==> config.mk <==
export PLATFORM = sky130hd
export DESIGN_NAME = notch_sequencer
export DESIGN_NICKNAME = d
export VERILOG_FILES = /design/src/rtl/notch_pkg.sv /design/src/rtl/tick_divider.sv /design/src/rtl/notch_sequencer.sv
export SDC_FILE = /design/constraint.sdc
export NUM_CORES = 1
export LEC_CHECK = 0
export ABC_AREA = 0
export BUFFER_PORTS_ARGS = -buffer_cell sky130_fd_sc_hd__buf_4
export CAP_MARGIN = 5
export CORE_ASPECT_RATIO = 0.6
export CORE_MARGIN = 4
export CORE_UTILIZATION = 46
export DETAILED_ROUTE_END_ITERATION = 8
export PLACE_DENSITY = 0.72
export SLEW_MARGIN = 0
export SYNTH_ARGS = -nofsm -noshare
export SYNTH_HDL_FRONTEND = slang
export SYNTH_SLANG_ARGS = --single-unit
==> constraint.sdc <==
create_clock -name clk -period 2.7 [get_ports clk]
set_input_delay 0.675 -clock clk [delete_from_list [all_inputs] [get_ports clk]]
set_output_delay 0.675 -clock clk [all_outputs]
set_load 0.03 [all_outputs]
==> src/rtl/notch_pkg.sv <==
// Shared types and defaults for the notch filter sample-rate sequencer.
package notch_pkg;

  typedef enum logic [1:0] {
    ST_IDLE = 2'd0,
    ST_LOAD = 2'd1,
    ST_RUN  = 2'd2,
    ST_DONE = 2'd3
  } state_t;

  localparam int W_DEFAULT       = 24;
  localparam int DIV_DEFAULT     = 50000;
  localparam int TIMEOUT_DEFAULT = 4096;

  // Wide enough for DIV and TIMEOUT up to 65535.
  localparam int CNT_W = 16;
  localparam int OVR_W = 8;

endpackage

==> src/rtl/tick_divider.sv <==
// Divides clk to a one-cycle sample strobe every DIV cycles.
module tick_divider
  import notch_pkg::*;
#(
  parameter int DIV = DIV_DEFAULT
) (
  input  logic clk,
  input  logic reset,
  output logic tick
);

  localparam logic [CNT_W-1:0] LAST = CNT_W'(DIV - 1);

  logic [CNT_W-1:0] cnt_q, cnt_d;
  logic             tick_q, tick_d;

  // Strobe is registered from the next count so it lines up with cnt == DIV-1.
  always_comb begin
    cnt_d  = (cnt_q == LAST) ? '0 : cnt_q + CNT_W'(1);
    tick_d = (cnt_d == LAST);
  end

  always_ff @(posedge clk) begin
    if (reset) begin
      cnt_q  <= '0;
      tick_q <= 1'b0;
    end else begin
      cnt_q  <= cnt_d;
      tick_q <= tick_d;
    end
  end

  assign tick = tick_q;

endmodule

==> src/rtl/notch_sequencer.sv <==
// Captures a sample per strobe, runs the notch filter under a watchdog and
// hands the filtered or bypass word to the codec on its ready pulse.
//
// state | meaning
// IDLE  | waiting for a sample strobe
// LOAD  | sample captured, start pulse to filter
// RUN   | waiting for filt_done, watchdog counting
// DONE  | select filtered/bypass word into out register
module notch_sequencer
  import notch_pkg::*;
#(
  parameter int W       = W_DEFAULT,
  parameter int DIV     = DIV_DEFAULT,
  parameter int TIMEOUT = TIMEOUT_DEFAULT
) (
  input  logic             clk,
  input  logic             reset,
  input  logic             sw,
  input  logic [W-1:0]     data_in,
  output logic             filt_start,
  output logic [W-1:0]     filt_data,
  input  logic             filt_done,
  input  logic [W-1:0]     filt_result,
  input  logic             codec_ready,
  output logic [W-1:0]     dac_data,
  output logic             sample_tick,
  output logic             timeout_err,
  output logic [OVR_W-1:0] overrun_cnt
);

  localparam logic [CNT_W-1:0] WD_LAST = CNT_W'(TIMEOUT - 1);

  state_t           state_q, state_d;
  logic [CNT_W-1:0] wd_q, wd_d;
  logic [W-1:0]     smp_q, smp_d, res_q, res_d, out_q, out_d, dac_q, dac_d;
  logic             sel_q, sel_d, start_q, start_d, tmo_q, tmo_d;
  logic [OVR_W-1:0] ovr_q, ovr_d;

  tick_divider #(.DIV(DIV)) u_tick (
    .clk   (clk),
    .reset (reset),
    .tick  (sample_tick)
  );

  always_comb begin
    state_d = state_q;
    wd_d    = wd_q;
    smp_d   = smp_q;
    res_d   = res_q;
    out_d   = out_q;
    sel_d   = sel_q;
    tmo_d   = tmo_q;
    ovr_d   = ovr_q;
    dac_d   = codec_ready ? out_q : dac_q;

    case (state_q)
      ST_IDLE: begin
        if (sample_tick) begin
          smp_d   = data_in;
          sel_d   = sw;
          state_d = ST_LOAD;
        end
      end
      ST_LOAD: begin
        wd_d    = '0;
        state_d = ST_RUN;
      end
      ST_RUN: begin
        // A done pulse on the expiry cycle still counts as a real answer.
        if (filt_done) begin
          res_d   = filt_result;
          state_d = ST_DONE;
        end else if (wd_q == WD_LAST) begin
          res_d   = smp_q;
          tmo_d   = 1'b1;
          state_d = ST_DONE;
        end else begin
          wd_d = wd_q + CNT_W'(1);
        end
      end
      ST_DONE: begin
        out_d   = sel_q ? res_q : smp_q;
        state_d = ST_IDLE;
      end
      default: state_d = ST_IDLE;
    endcase

    if (sample_tick && (state_q != ST_IDLE) && (ovr_q != '1)) begin
      ovr_d = ovr_q + OVR_W'(1);
    end

    start_d = (state_d == ST_LOAD);
  end

  always_ff @(posedge clk) begin
    if (reset) begin
      state_q <= ST_IDLE;
      wd_q    <= '0;
      smp_q   <= '0;
      res_q   <= '0;
      out_q   <= '0;
      dac_q   <= '0;
      sel_q   <= 1'b0;
      start_q <= 1'b0;
      tmo_q   <= 1'b0;
      ovr_q   <= '0;
    end else begin
      state_q <= state_d;
      wd_q    <= wd_d;
      smp_q   <= smp_d;
      res_q   <= res_d;
      out_q   <= out_d;
      dac_q   <= dac_d;
      sel_q   <= sel_d;
      start_q <= start_d;
      tmo_q   <= tmo_d;
      ovr_q   <= ovr_d;
    end
  end

  assign filt_start  = start_q;
  assign filt_data   = smp_q;
  assign dac_data    = dac_q;
  assign timeout_err = tmo_q;
  assign overrun_cnt = ovr_q;

endmodule

After elaboration in Yosys (flattened, before gate mapping)
Index checks and enable logic that the tools add are counted.
Widths: inputs -> output; s select.
{"block": "classes", "addsub": 3, "eq_ne": 10, "mux": 11, "bitwise": 1, "n_reduce_logical": 10}
{"operator": "$mux 24", "count": 3}
{"operator": "$mux 16", "count": 3}
{"operator": "$add 16x1->16 const B", "count": 2}
{"operator": "$eq 16x16->1 const B", "count": 2}
{"operator": "$pmux 16 s2", "count": 1}
{"operator": "$eq 16x12->1 const B", "count": 1}
{"operator": "$add 8x1->8 const B", "count": 1}
{"operator": "$ne 8x8->1 const B", "count": 1}
{"operator": "$pmux 2 s4", "count": 1}
{"operator": "$mux 2", "count": 3}
{"operator": "$reduce_and 3->1", "count": 2}
{"operator": "$reduce_bool 2->1", "count": 3}
{"operator": "$eq 2x1->1 const B", "count": 2}
{"operator": "$eq 2x2->1 const B", "count": 2}
{"operator": "$ne 2x2->1 const B", "count": 2}
{"operator": "$reduce_and 2->1", "count": 2}
{"operator": "$logic_and 1x1->1", "count": 2}
{"operator": "$logic_not 2->1", "count": 1}
{"operator": "$not 1->1", "count": 1}
{"block": "word_totals", "regBits": 142, "inputBits": 53, "output_inout_bits": 59, "word_cells": 47}

Logic depth before layout (Yosys ltp)
Gate-level depths: netlist (run 1).
{"block": "depth", "word_depth": 5, "ltp_mapped": 9, "depth_no_buf": 7}

Hierarchy
Synthesis (run 1) repeated with hierarchy kept, for this count alone.
{"block": "hier_totals", "hier_cells": 690, "area_unflattened_um2": 6362.4}
{"module": "notch_sequencer", "n_inst": 1, "cells_per_inst": 589, "area_per_inst_um2": 5514.0, "seq_area_each_um2": 2502.4}
{"module": "tick_divider", "n_inst": 1, "cells_per_inst": 101, "area_per_inst_um2": 848.3, "seq_area_each_um2": 340.3}

Least setup slack after synthesis (run 1)
No wires, ideal clock.
{"block": "synth_path", "kind": "input -> register", "start": "input filt_done", "end": "register wd_q[6]", "setup_ns": 0.136, "t_arrival_ns": 2.007, "t_required_ns": 2.564, "path_slack_ns": 0.557, "path_stages": 6, "path_buffers": 1, "path_cell_list": "buf_2 nor2b_1 o41ai_4 or3_1 a211oi_1 a211oi_2"}
{"block": "synth_via", "elab_chain_cells": 2}
{"element": "start: declaration", "line": "notch_sequencer.sv:22", "source": "input logic filt_done,"}
{"element": "$ne 2x2->1 (no source line)"}
{"element": "$reduce_and 3->1 (no source line)"}
{"element": "end signal: assignment", "line": "notch_sequencer.sv:109", "source": "wd_q <= wd_d;"}
{"element": "end: declaration", "line": "notch_sequencer.sv:34", "source": "logic [CNT_W-1:0] wd_q, wd_d;"}
No other way between the ends.
A chain may end at the register's enable or synchronous reset.

Worst setup path after layout (run 1)
{"block": "layout_path", "start": "register wd_q[0]", "end": "register res_q[21]"}
{"block": "layout_via", "elab_chain_cells": 3}
{"element": "$eq 16x12->1", "line": "notch_sequencer.sv:73", "source": "end else if (wd_q == WD_LAST) begin"}
{"element": "$reduce_bool 2->1 (no source line)"}
{"element": "$reduce_and 2->1 (no source line)"}
{"element": "end signal: assignment", "line": "notch_sequencer.sv:111", "source": "res_q <= res_d;"}
{"element": "end: declaration", "line": "notch_sequencer.sv:35", "source": "logic [W-1:0] smp_q, smp_d, res_q, res_d, out_q, out_d, dac_q, dac_d;"}
No other way between the ends.

==> results of run 1 <==
==> how the worst max path moves through the flow <==
stage,startpoint,endpoint,slack (ps),cells past startpoint
after floorplan,filt_done,wd_q[6],560,6
after global placement,filt_done,wd_q[6],490,6
after detailed placement,filt_done,wd_q[6],390,6
after CTS,wd_q[0],res_q[16],410,7
after global routing,wd_q[0],res_q[16],170,7
final,wd_q[0],res_q[21],380,7
==> power breakdown <==
part	internal, mW	switching [mW]	leakage (nW)	total, mW
combinational	0.125	0.150	1.43	0.275
sequential	2.13	0.0208	1.14	2.15
clock	1.47	0.938	0.286	2.41
total	3.72	1.11	2.86	4.83
==> final cells by class <==
| cell class | instances | share of cell area (%) |
|---|---|---|
| Timing Repair Buffer | 122 | 12.3 |
| Clock buffer | 18 | 5.63 |
| Tap cell | 170 | 2.79 |
| Inverter | 6 | 0.296 |
| Sequential cell | 142 | 37.3 |
| Multi-Input combinational cell | 470 | 39.2 |
| Clock inverter | 14 | 2.41 |
==> layer usage <==
| metal | global-route usage (%) | vias to the layer above |
|---|---|---|
| met5 | 0 | - |
| met4 | 8.14 | 0 |
| met3 | 4.83 | 26 |
| met2 | 30.0 | 178 |
| met1 | 26.7 | 2379 |
| li1 | - | 2519 |
==> per-stage QoR <==
step,area (um^2),cells
4_1_cts,7620,942
2_1_floorplan,6040,662
5_1_grt,7620,942
3_5_place_dp,7010,910
6_report,7620,942
3_3_place_gp,7010,910
==> cells by family (layout without fill, tap and decap cells) <==
family	after synthesis	count (layout)	share of synthesized area, %
and+or+nand+nor	256	256	19.5
DFF	142	142	47.0
AOI/OAI and AO/OA	110	110	12.7
muxes	76	76	12.6
buffers and inverters	50	160	3.60
xor gates and xnor gates	20	20	2.90
adders and majority gates	8	8	1.66
==> placed cells by master, fill, tap and decap left out, drive strengths merged, types with 2 or more instances in the layout <==
cell type  synthesis  layout
nor3               8       8
mux2i             73      73
a31oi              3       3
nand4             10      10
nand2             68      68
a211oi            54      54
o21ai              8       8
nand3             14      14
and3               5       5
xor2               9       9
nor3b              2       2
inv                6      10
ha                 8       8
mux2               3       3
nand2b             3       3
clkinvlp           0       4
nor2             115     115
dfxtp            142     142
or3                4       4
a21oi             34      34
nand4b             2       2
buf               14     122
clkinv             0       3
nor4               4       4
clkbuf            30      18
bufinv             0       3
and4               5       5
and2               3       3
nor2b              7       7
nand3b             2       2
xnor2             11      11
==> flip-flops by register name, summed over array words and instances, names as in the netlist, 2 cells and up <==
register	flops
dac_data	24
filt_data	24
out_q	24
res_q	24
u_tick.cnt_q	16
wd_q	16
overrun_cnt	8
state_q	2
==> critical path, cell delays in order, from the launching register on <==
cell and delay, ps:
dfxtp_1 400, ha_1 230, nand3_1 280, nor4_2 550, o21a_2 220, buf_12 220, nor2_1 70, a211oi_1 250
==> reports/metrics.yaml, run 1 <==
status:
  status: "finished clean"
worst_setup_path:
  critPathLaunchType: "flop"
  required_ps: 3020
  crit_type: "flop to flop"
  worstPathArrival_ps: 2640
  r2r-start: "wd_q[0]"
  r2r-end: "res_q[21]"
  worstSetupEndpointType: "flop"
  crit_fanout: 48
  reg2reg_depth: 7
  ff2ff_setup_slack_ps: 380
sta:
  slew_viol_final: 0
  skew_ps: 9.86
  clock.fmax_mhz: 431
  fin_ws_ps: 379
  period_share_pct: 86.0
  timing.hold.ws_ps: 485
  tns_ps: 0
  worst_pin_slew_ps: 1000
  hold_violations: 0
  grt_setup_unrepaired: "no"
  finalSetupViolCount: 0
  slew_headroom_pct: 33.3
  period_minus_slack_ps: 2320
die:
  die_area_um2: 15100
  start_util_pct: 47.0
  core_um2: 12900
  row_count: 32
  pin_count: 112
  die_x_um: 156
  die_height_um: 96.8
clock_tree:
  clkSlewWorstSetupHoldPaths_ps: 60
  cts.sinks: 142
  numCtsBuffers: 17
  cts_tree: "done"
  clock_path_buffers: 2
  cts_root_buf: "clkbuf_16"
  clk_latency_ps: 420
  post_cts_resized: 0
  cts_setup_buffers: 0
  postCtsHoldBufs: 0
  h-tree-depth: 4
placed_design:
  port_buffers: 111
  place_congestion: 0.828
  dpl.hpwl_mm: 10.2
  dp_slack_ps: 392
route:
  vias: 5102
  drtIter0Drc: 260
  drtPass1Iterations: 5
  drc: 0
  met3_length_mm: 1.03
  ant_nets: 0
  wire_per_inst_um: 15.9
  wl_met2_mm: 6.60
  drt-total-wl_mm: 15.0
  viasPerCell: 5.42
  wirelength_met1_mm: 6.98
  top_layer: "met4"
hold_path:
  min_from: "out_q[0]"
  hold_path_end: "out_q[0]"
  hold_path_class: "flop to flop"
  holdPathStages: 2
final_layout:
  diodes: 0
  multi_input_area_um2: 2990
  area_growth_pct: 26.1
  fillers: 1087
  drive_gt1_share_pct: 21.6
  seq_area_um2: 2840
  nets: 820
  fin_util_pct: 59.3
logic_synthesis:
  syn_inst: 662
  synth_area_leaders: "dfxtp_1 47%, mux2i_1 12%, nor2_1 7.1%"
  synth_warnings: 0
  yosysSeqAreaShare_pct: 47.0
  synth_most_common_cell: "dfxtp_1"
  synthDistinctLibCells: 52
  synth_edf_count: 0
  netlist_area_um2: 6040
  syn_avg_cell_area_um2: 9.13
  netlist_top_cells_count: "142 x dfxtp_1, 114 x nor2_1, 73 x mux2i_1"
  yosysTopAreaCell: "dfxtp_1"
  synth-seq-cells: 142
  synth_top_area_share_pct: 47.0
  synthFlopType: "dfxtp_1"
  async_flop_share_pct: 0
  syn_nets: 723
global_route:
  grt_max_degree: 69
  antenna_found_initial: 0
  grt_pass1_wl_mm: 24.3
  gr-total-overflow: 0
  grt_usage_pct: 19.7
  grt_pass1_vias: 4935
pwr:
  fin_total_pwr_mw: 4.83
  p_leak_nw: 2.86
  vdd_drop_max_mv: 0.402
  powerDensity_nw_per_um2: 634
run:
  drv_cap: 0
Power figures use the tool's default switching activity.
==> inputs of run 2 (changes only) <==
--- a/config.mk
+++ b/config.mk
@@ -12,7 +12,7 @@
 export CORE_MARGIN = 4
 export CORE_UTILIZATION = 46
 export DETAILED_ROUTE_END_ITERATION = 8
-export PLACE_DENSITY = 0.72
+export PLACE_DENSITY = 0.75
 export SLEW_MARGIN = 0
 export SYNTH_ARGS = -nofsm -noshare
 export SYNTH_HDL_FRONTEND = slang
==> constraint.sdc (replaced) <==
create_clock -name clk -period 2.1 [get_ports clk]
set_input_delay 0.525 -clock clk [delete_from_list [all_inputs] [get_ports clk]]
set_output_delay 0.525 -clock clk [all_outputs]
set_load 0.03 [all_outputs]
==> run 2 against run 1 <==
Against the previous run: maximum frequency rose by 12%; largest cell class unchanged; wire length decreased by 1.6%; critical endpoint is now wd_q[12]; largest power group unchanged; combinational power up 30%; flip-flop and latch count stayed put.
==> reports/metrics.yaml, run 2 (synthesis gave the netlist of run 1 again) <==
final_layout:
  diodes: 0  # unchanged
  fillers: 1093  # was 1087
  layout.cells.most_common_list: "138 x dfxtp_1, 133 x buf_4, 114 x nor2_1, 73 x mux2i_1, 68 x nand2_1"  # was 142 x dfxtp_1, 120 x buf_4, 114 x nor2_1, 73 x mux2i_1, 68 x nand2_1
  nets: 834  # was 820
  final_common_cell: "dfxtp_1"  # unchanged
  multi_input_area_um2: 3030  # was 2990 um^2
  area_growth_pct: 27.8  # was 26.1%
  seq_area_um2: 2850  # was 2840 um^2
  drive_gt1_share_pct: 24.3  # was 21.6%
die:
  die_height_um: 96.8  # unchanged
  core_um2: 12900  # unchanged
  row_count: 32  # unchanged
  start_util_pct: 47.0  # unchanged
  die_area_um2: 15100  # unchanged
  pin_count: 112  # unchanged
  die_x_um: 156  # unchanged
clock_tree:
  cts.sinks: 142  # unchanged
  cts_root_buf: "clkbuf_16"  # unchanged
  clk_latency_ps: 420  # about the same
  cts_tree: "done"  # unchanged
  clock_path_buffers: 2  # unchanged
  numCtsBuffers: 17  # unchanged
  postCtsHoldBufs: 0  # unchanged
  clkSlewWorstSetupHoldPaths_ps: 60  # about the same
  h-tree-depth: 4  # unchanged
route:
  wirelength_met1_mm: 6.90  # was 6.98 mm
  drc: 0  # unchanged
  viasPerCell: 5.34  # was 5.42
  drtIter0Drc: 323  # was 260
  met3_length_um: 901  # was 1.03 mm
  wire_per_inst_um: 15.4  # was 15.9 um
  vias: 5104  # was 5102
  ant_nets: 0  # unchanged
  wl_met2_mm: 6.82  # was 6.60 mm
  drtPass1Iterations: 5  # unchanged
  top_layer: "met4"  # unchanged
  drt-total-wl_mm: 14.7  # was 15.0 mm
status:
  status: "finished clean"  # unchanged
sta:
  skew_ps: 13.8  # was 9.86 ps
  clock.fmax_mhz: 484  # was 431 MHz
  finalSetupViolCount: 0  # unchanged
  timing.hold.ws_ps: 358  # was 485 ps
  period_share_pct: 98.4  # was 86.0%
  slew_viol_final: 0  # unchanged
  slew_headroom_pct: 66.3  # was 33.3%
  worst_pin_slew_ps: 506  # was 1000 ps
  grt_setup_unrepaired: "yes"  # was no
  fin_ws_ps: 33.6  # was 379 ps
  period_minus_slack_ps: 2070  # was 2320 ps
  hold_violations: 0  # unchanged
worst_setup_path:
  crit_fanout: 6  # was 48
  required_ps: 2420  # was 3020 ps
  critPathLaunchType: "flop"  # unchanged
  crit_buf_inv: 0  # was 1
  crit_type: "flop to flop"  # unchanged
  path_delay_family: "compound AO/OA/AOI/OAI gates"  # was simple AND/OR/NAND/NOR gates
  worstSetupEndpointType: "flop"  # unchanged
  cp_cell_sequence: "or4_4 -> o41ai_4 -> nor3_2 -> a2bb2oi_1 -> a211oi_1"  # was ha_1 -> nand3_1 -> nor4_2 -> o21a_2 -> buf_12 -> nor2_1 -> a211oi_1
  worstPathArrival_ps: 2380  # was 2640 ps
  slowest_delay_ps: 590  # was 550 ps
  r2r-start: "wd_q[15]"  # was wd_q[0]
  reg2reg_depth: 5  # was 7
  ff2ff_setup_slack_ps: 30  # was 380 ps
  r2r-end: "wd_q[12]"  # was res_q[21]
  critical_path_depth: 5  # was 7
  slowest_stage: "or4_4"  # was nor4_2
global_route:
  grt_pass1_vias: 4930  # was 4935
  gr-total-overflow: 0  # unchanged
  antenna_found_initial: 0  # unchanged
  grt_usage_pct: 19.2  # was 19.7%
  grt_max_degree: 51  # was 69
  grt_pass1_wl_mm: 24.1  # was 24.3 mm
run:
  drv_cap: 0  # unchanged
placed_design:
  port_buffers: 111  # unchanged
  dpl.hpwl_mm: 10.2  # about the same
  place_congestion: 0.860  # was 0.828
  dp_slack_ps: -13.5  # was 392 ps
pwr:
  vdd_drop_max_mv: 0.547  # was 0.402 mV
  p_leak_nw: 2.91  # was 2.86 nW
  powerDensity_nw_per_um2: 767  # was 634 nW/um^2
hold_path:
  hold_path_class: "input port to flop"  # was flop to flop
  hold_path_end: "filt_data[3]"  # was out_q[0]
  min_from: "data_in[3]"  # was out_q[0]
  holdPathStages: 3  # was 2
## run 2: cell count changes in the layout (fill, tap and decap cells not counted), sizes merged
cell | previous run | this run
buf | 122 | 136
clkinv | 3 | 7
bufinv | 3 | 1
inv | 10 | 8
clkbuf | 18 | 19
clkinvlp | 4 | 3
## run 2: final cells by class
class | count | share of cell area [%]
Clock buffer | 19 | 5.73
Inverter | 6 | 0.292
Tap cell | 170 | 2.75
Sequential cell | 142 | 36.9
Clock inverter | 13 | 1.51
Multi-Input combinational cell | 470 | 39.3
Timing Repair Buffer | 136 | 13.6
## run 2: how the worst max path moves through the flow
| stage | startpoint | end | slack (ps) |
|---|---|---|---|
| finish | wd_q[15] | wd_q[12] | 30 |
| global route | wd_q[1] | wd_q[12] | -70 |
| CTS | wd_q[12] | wd_q[12] | 30 |
| detailed placement | wd_q[0] | wd_q[12] | -10 |
| global placement | wd_q[0] | wd_q[12] | 110 |
| floorplan | filt_done | wd_q[6] | 110 |
## run 2: worst reg2reg max path, stage by stage (launching register included)
cell       delay (ps)
dfxtp_1           320
or4_4             590
o41ai_4           570
nor3_2            130
a2bb2oi_1         150
a211oi_1          210
## run 2: where the power goes
part	total, mW	internal [mW]	leakage [nW]	switching (mW)
combinational	0.358	0.167	1.49	0.192
clock	2.81	1.66	0.269	1.14
sequential	2.76	2.73	1.15	0.0259
## run 2: timing repair
item,in CTS,in global routing
endpoints found under the hold margin,0,0
buffers inserted,0,6
setup endpoints to repair,1,32
pin swaps,1,7
resized for setup,0,14
## run 2: layer usage
metal  global-route usage, %  vias to the layer above
met5                       0                        -
li1                        -                     2554
met3                    4.11                        9
met4                    4.71                        0
met2                    29.8                      137
met1                    27.3                     2404
## run 2: stage by stage
| step | std cells | cell area (um^2) | total power [mW] | util [%] | setup TNS (ps) |
|---|---|---|---|---|---|
| floorplan | 662 | 6040 | 3.03 | - | 0 |
| detailed placement | 918 | 7070 | 3.17 | 55.0 | -13.5 |
| finish | 956 | 7720 | 5.92 | 60.1 | 0 |
| global route | 956 | 7720 | 6.13 | 60.1 | -316 |
| CTS | 950 | 7630 | 5.96 | 59.3 | 0 |
| global placement | 918 | 7070 | 3.16 | 55.0 | 0 |
==> inputs of run 3 (changes only) <==
--- a/config.mk
+++ b/config.mk
@@ -11,7 +11,9 @@
 export CORE_ASPECT_RATIO = 0.6
 export CORE_MARGIN = 4
 export CORE_UTILIZATION = 46
+export CTS_BUF_LIST = sky130_fd_sc_hd__clkbuf_4 sky130_fd_sc_hd__clkbuf_8 sky130_fd_sc_hd__clkbuf_16
 export DETAILED_ROUTE_END_ITERATION = 8
+export GPL_TIMING_DRIVEN = 0
 export PLACE_DENSITY = 0.75
 export SLEW_MARGIN = 0
 export SYNTH_ARGS = -nofsm -noshare
==> run 3 against run 2 <==
Against the previous run: the run now ends with negative setup slack left; power rose by 1.4%; first-iteration DRC count up 47%; clock-buffer cell count decreased by 2; non-clock buffer count rose by 32; die area stayed put; flip-flop and latch count unchanged; sequential power about the same; hold slack got worse by 12 ps; core utilization increased by 1.5 points; combinational power rose by 22%; wire length is 19% higher.
==> reports/metrics.yaml, run 3 (synthesis gave the netlist of run 1 again) <==
clock_tree:
  cts.sinks: 142  # unchanged
  h-tree-depth: 4  # unchanged
  numCtsBuffers: 17  # unchanged
  clock_path_buffers: 2  # unchanged
  clkSlewWorstSetupHoldPaths_ps: 60  # about the same
  clk_latency_ps: 420  # about the same
  cts_root_buf: "clkbuf_16"  # unchanged
  postCtsHoldBufs: 0  # unchanged
  cts_tree: "done"  # unchanged
sta:
  hold_violations: 0  # unchanged
  period_share_pct: 103  # was 98.4%
  skew_ps: 7.30  # was 13.8 ps
  tns_ps: -119  # was 0 ps
  period_minus_slack_ps: 2160  # was 2070 ps
  slew_headroom_pct: 45.7  # was 66.3%
  fin_ws_ps: -62.0  # was 33.6 ps
  finalSetupViolCount: 4  # was 0
  grt_setup_unrepaired: "yes"  # unchanged
  clock.fmax_mhz: 463  # was 484 MHz
  slew_viol_final: 0  # unchanged
  worst_pin_slew_ps: 814  # was 506 ps
placed_design:
  place_congestion: 0.924  # was 0.860
  placed_area_um2: 7080  # was 7070 um^2
  dpl.hpwl_mm: 12.3  # was 10.2 mm
  dp_slack_ps: -294  # was -13.5 ps
  port_buffers: 109  # was 111
hold_path:
  hold_path_class: "input port to flop"  # unchanged
  holdPathStages: 3  # unchanged
  hold_path_end: "filt_data[14]"  # was filt_data[3]
  min_from: "data_in[14]"  # was data_in[3]
final_layout:
  fillers: 1058  # was 1093
  drive_gt1_share_pct: 25.3  # was 24.3%
  area_growth_pct: 30.9  # was 27.8%
  final_common_cell: "dfxtp_1"  # unchanged
  layout.cells.most_common_list: "140 x dfxtp_1, 123 x buf_4, 114 x nor2_1, 73 x mux2i_1, 68 x nand2_1"  # was 138 x dfxtp_1, 133 x buf_4, 114 x nor2_1, 73 x mux2i_1, 68 x nand2_1
  diodes: 0  # unchanged
  final_area_um2: 7910  # was 7720 um^2
  nets: 866  # was 834
route:
  drc: 0  # unchanged
  met3_length_mm: 1.33  # was 901 um
  wire_per_inst_um: 17.8  # was 15.4 um
  ant_nets: 0  # unchanged
  drt-total-wl_mm: 17.6  # was 14.7 mm
  wl_met2_mm: 7.76  # was 6.82 mm
  wirelength_met1_mm: 8.28  # was 6.90 mm
  drtPass1Iterations: 6  # was 5
  top_layer: "met4"  # unchanged
  vias: 5524  # was 5104
  drtIter0Drc: 476  # was 323
  viasPerCell: 5.59  # was 5.34
die:
  die_area_um2: 15100  # unchanged
  die_x_um: 156  # unchanged
  pin_count: 112  # unchanged
  row_count: 32  # unchanged
  die_height_um: 96.8  # unchanged
  core_um2: 12900  # unchanged
  start_util_pct: 47.0  # unchanged
worst_setup_path:
  crit_fanout: 5  # was 6
  ff2ff_setup_slack_ps: -60  # was 30 ps
  crit_type: "flop to flop"  # unchanged
  worstSetupEndpointType: "flop"  # unchanged
  slowest_stage: "or4_4"  # unchanged
  slowest_delay_ps: 560  # was 590 ps
  worstPathArrival_ps: 2500  # was 2380 ps
  r2r-start: "wd_q[15]"  # unchanged
  r2r-end: "wd_q[12]"  # unchanged
  reg2reg_depth: 7  # was 5
  required_ps: 2430  # was 2420 ps
  critPathLaunchType: "flop"  # unchanged
  cp_cell_sequence: "or4_4 -> buf_6 -> o41ai_4 -> buf_4 -> nor3_4 -> a2bb2oi_1 -> a211oi_2"  # was or4_4 -> o41ai_4 -> nor3_2 -> a2bb2oi_1 -> a211oi_1
pwr:
  power.share.clock_pct: 46.8  # was 47.4%
  power.switching_mw: 1.54  # was 1.36 mW
  p_sw_share_pct: 25.6  # was 23.0%
  seq_power_share_pct: 45.9  # was 46.6%
  vdd_drop_max_mv: 0.532  # was 0.547 mV
  p_leak_nw: 3.01  # was 2.91 nW
  p_int_mw: 4.47  # was 4.56 mW
  powerDensity_nw_per_um2: 759  # was 767 nW/um^2
  pwr-share-comb_pct: 7.3  # was 6.1%
status:
  violations: "negative setup slack"
  status: "finished with violations"  # was finished clean
global_route:
  grt_usage_pct: 22.1  # was 19.2%
  grt_max_degree: 17  # was 51
  grt_pass1_vias: 5318  # was 4930
  gr-total-overflow: 0  # unchanged
  grt_pass1_wl_mm: 27.0  # was 24.1 mm
  antenna_found_initial: 0  # unchanged
run:
  drv_cap: 0  # unchanged
[run 3: cell count changes in the layout (fill, tap and decap cells not counted), sizes merged]
cell	previous run	this run
inv	8	14
buf	136	139
clkinv	7	4
clkbuf	19	46
bufinv	1	0
[run 3: worst max-delay path by stage]
stage | start | endpoint | slack [ps] | cells after the start
2_1_floorplan | filt_done | wd_q[6] | 110 | 6
3_3_place_gp | wd_q[0] | res_q[22] | -180 | 7
3_5_place_dp | state_q[0] | wd_q[12] | -290 | 8
4_1_cts | wd_q[12] | res_q[18] | 10 | 6
5_1_grt | wd_q[15] | wd_q[12] | -90 | 7
6_report | wd_q[15] | wd_q[12] | -60 | 7
[run 3: cell type report]
cell class                      count  area [um^2]  share of cell area (%)
Sequential cell                   142         2850                    36.0
Timing Repair Buffer              125          940                    11.9
Inverter                            6         22.5                   0.285
Multi-Input combinational cell    470         3110                    39.3
Clock inverter                     15          125                    1.58
Tap cell                          170          213                    2.69
Buffer                             43          230                    2.91
Clock buffer                       17          425                    5.38
[run 3: metal layers]
metal,vias up,global-route usage [%]
li1,2614,-
met2,228,32.7
met1,2662,32.7
met5,-,0
met4,0,6.59
met3,20,4.34
[run 3: critical path, delay by kind of cell, from the launching register on]
family | cells | cell delay [ps]
AOI/OAI and AO/OA | 3 | 780
DFF | 1 | 320
buffers and inverters | 2 | 360
and+or+nand+nor | 2 | 620
[run 3: through the flow]
stage	hold slack (ps)	power [mW]	cells	utilization, %
after floorplan	441	3.03	662	-
after global routing	346	6.17	988	61.6
after global placement	454	3.18	941	55.1
after CTS	337	5.98	976	59.8
final	346	6.01	988	61.6
after detailed placement	480	3.19	941	55.1
[run 3: timing repair]
item                       CTS  global route
resized for setup            8            44
pin swaps                    1            13
setup endpoints to repair   38            66
buffers inserted             4             9
gates cloned                 0             3
[run 3: power by group through the flow]
stage	clock network [mW]	logic, mW	registers, mW
floorplan	0	0.215	2.82
global placement	0	0.360	2.81
detailed placement	0	0.375	2.82
CTS	2.84	0.387	2.76
global route	2.94	0.467	2.76
finish	2.81	0.437	2.76
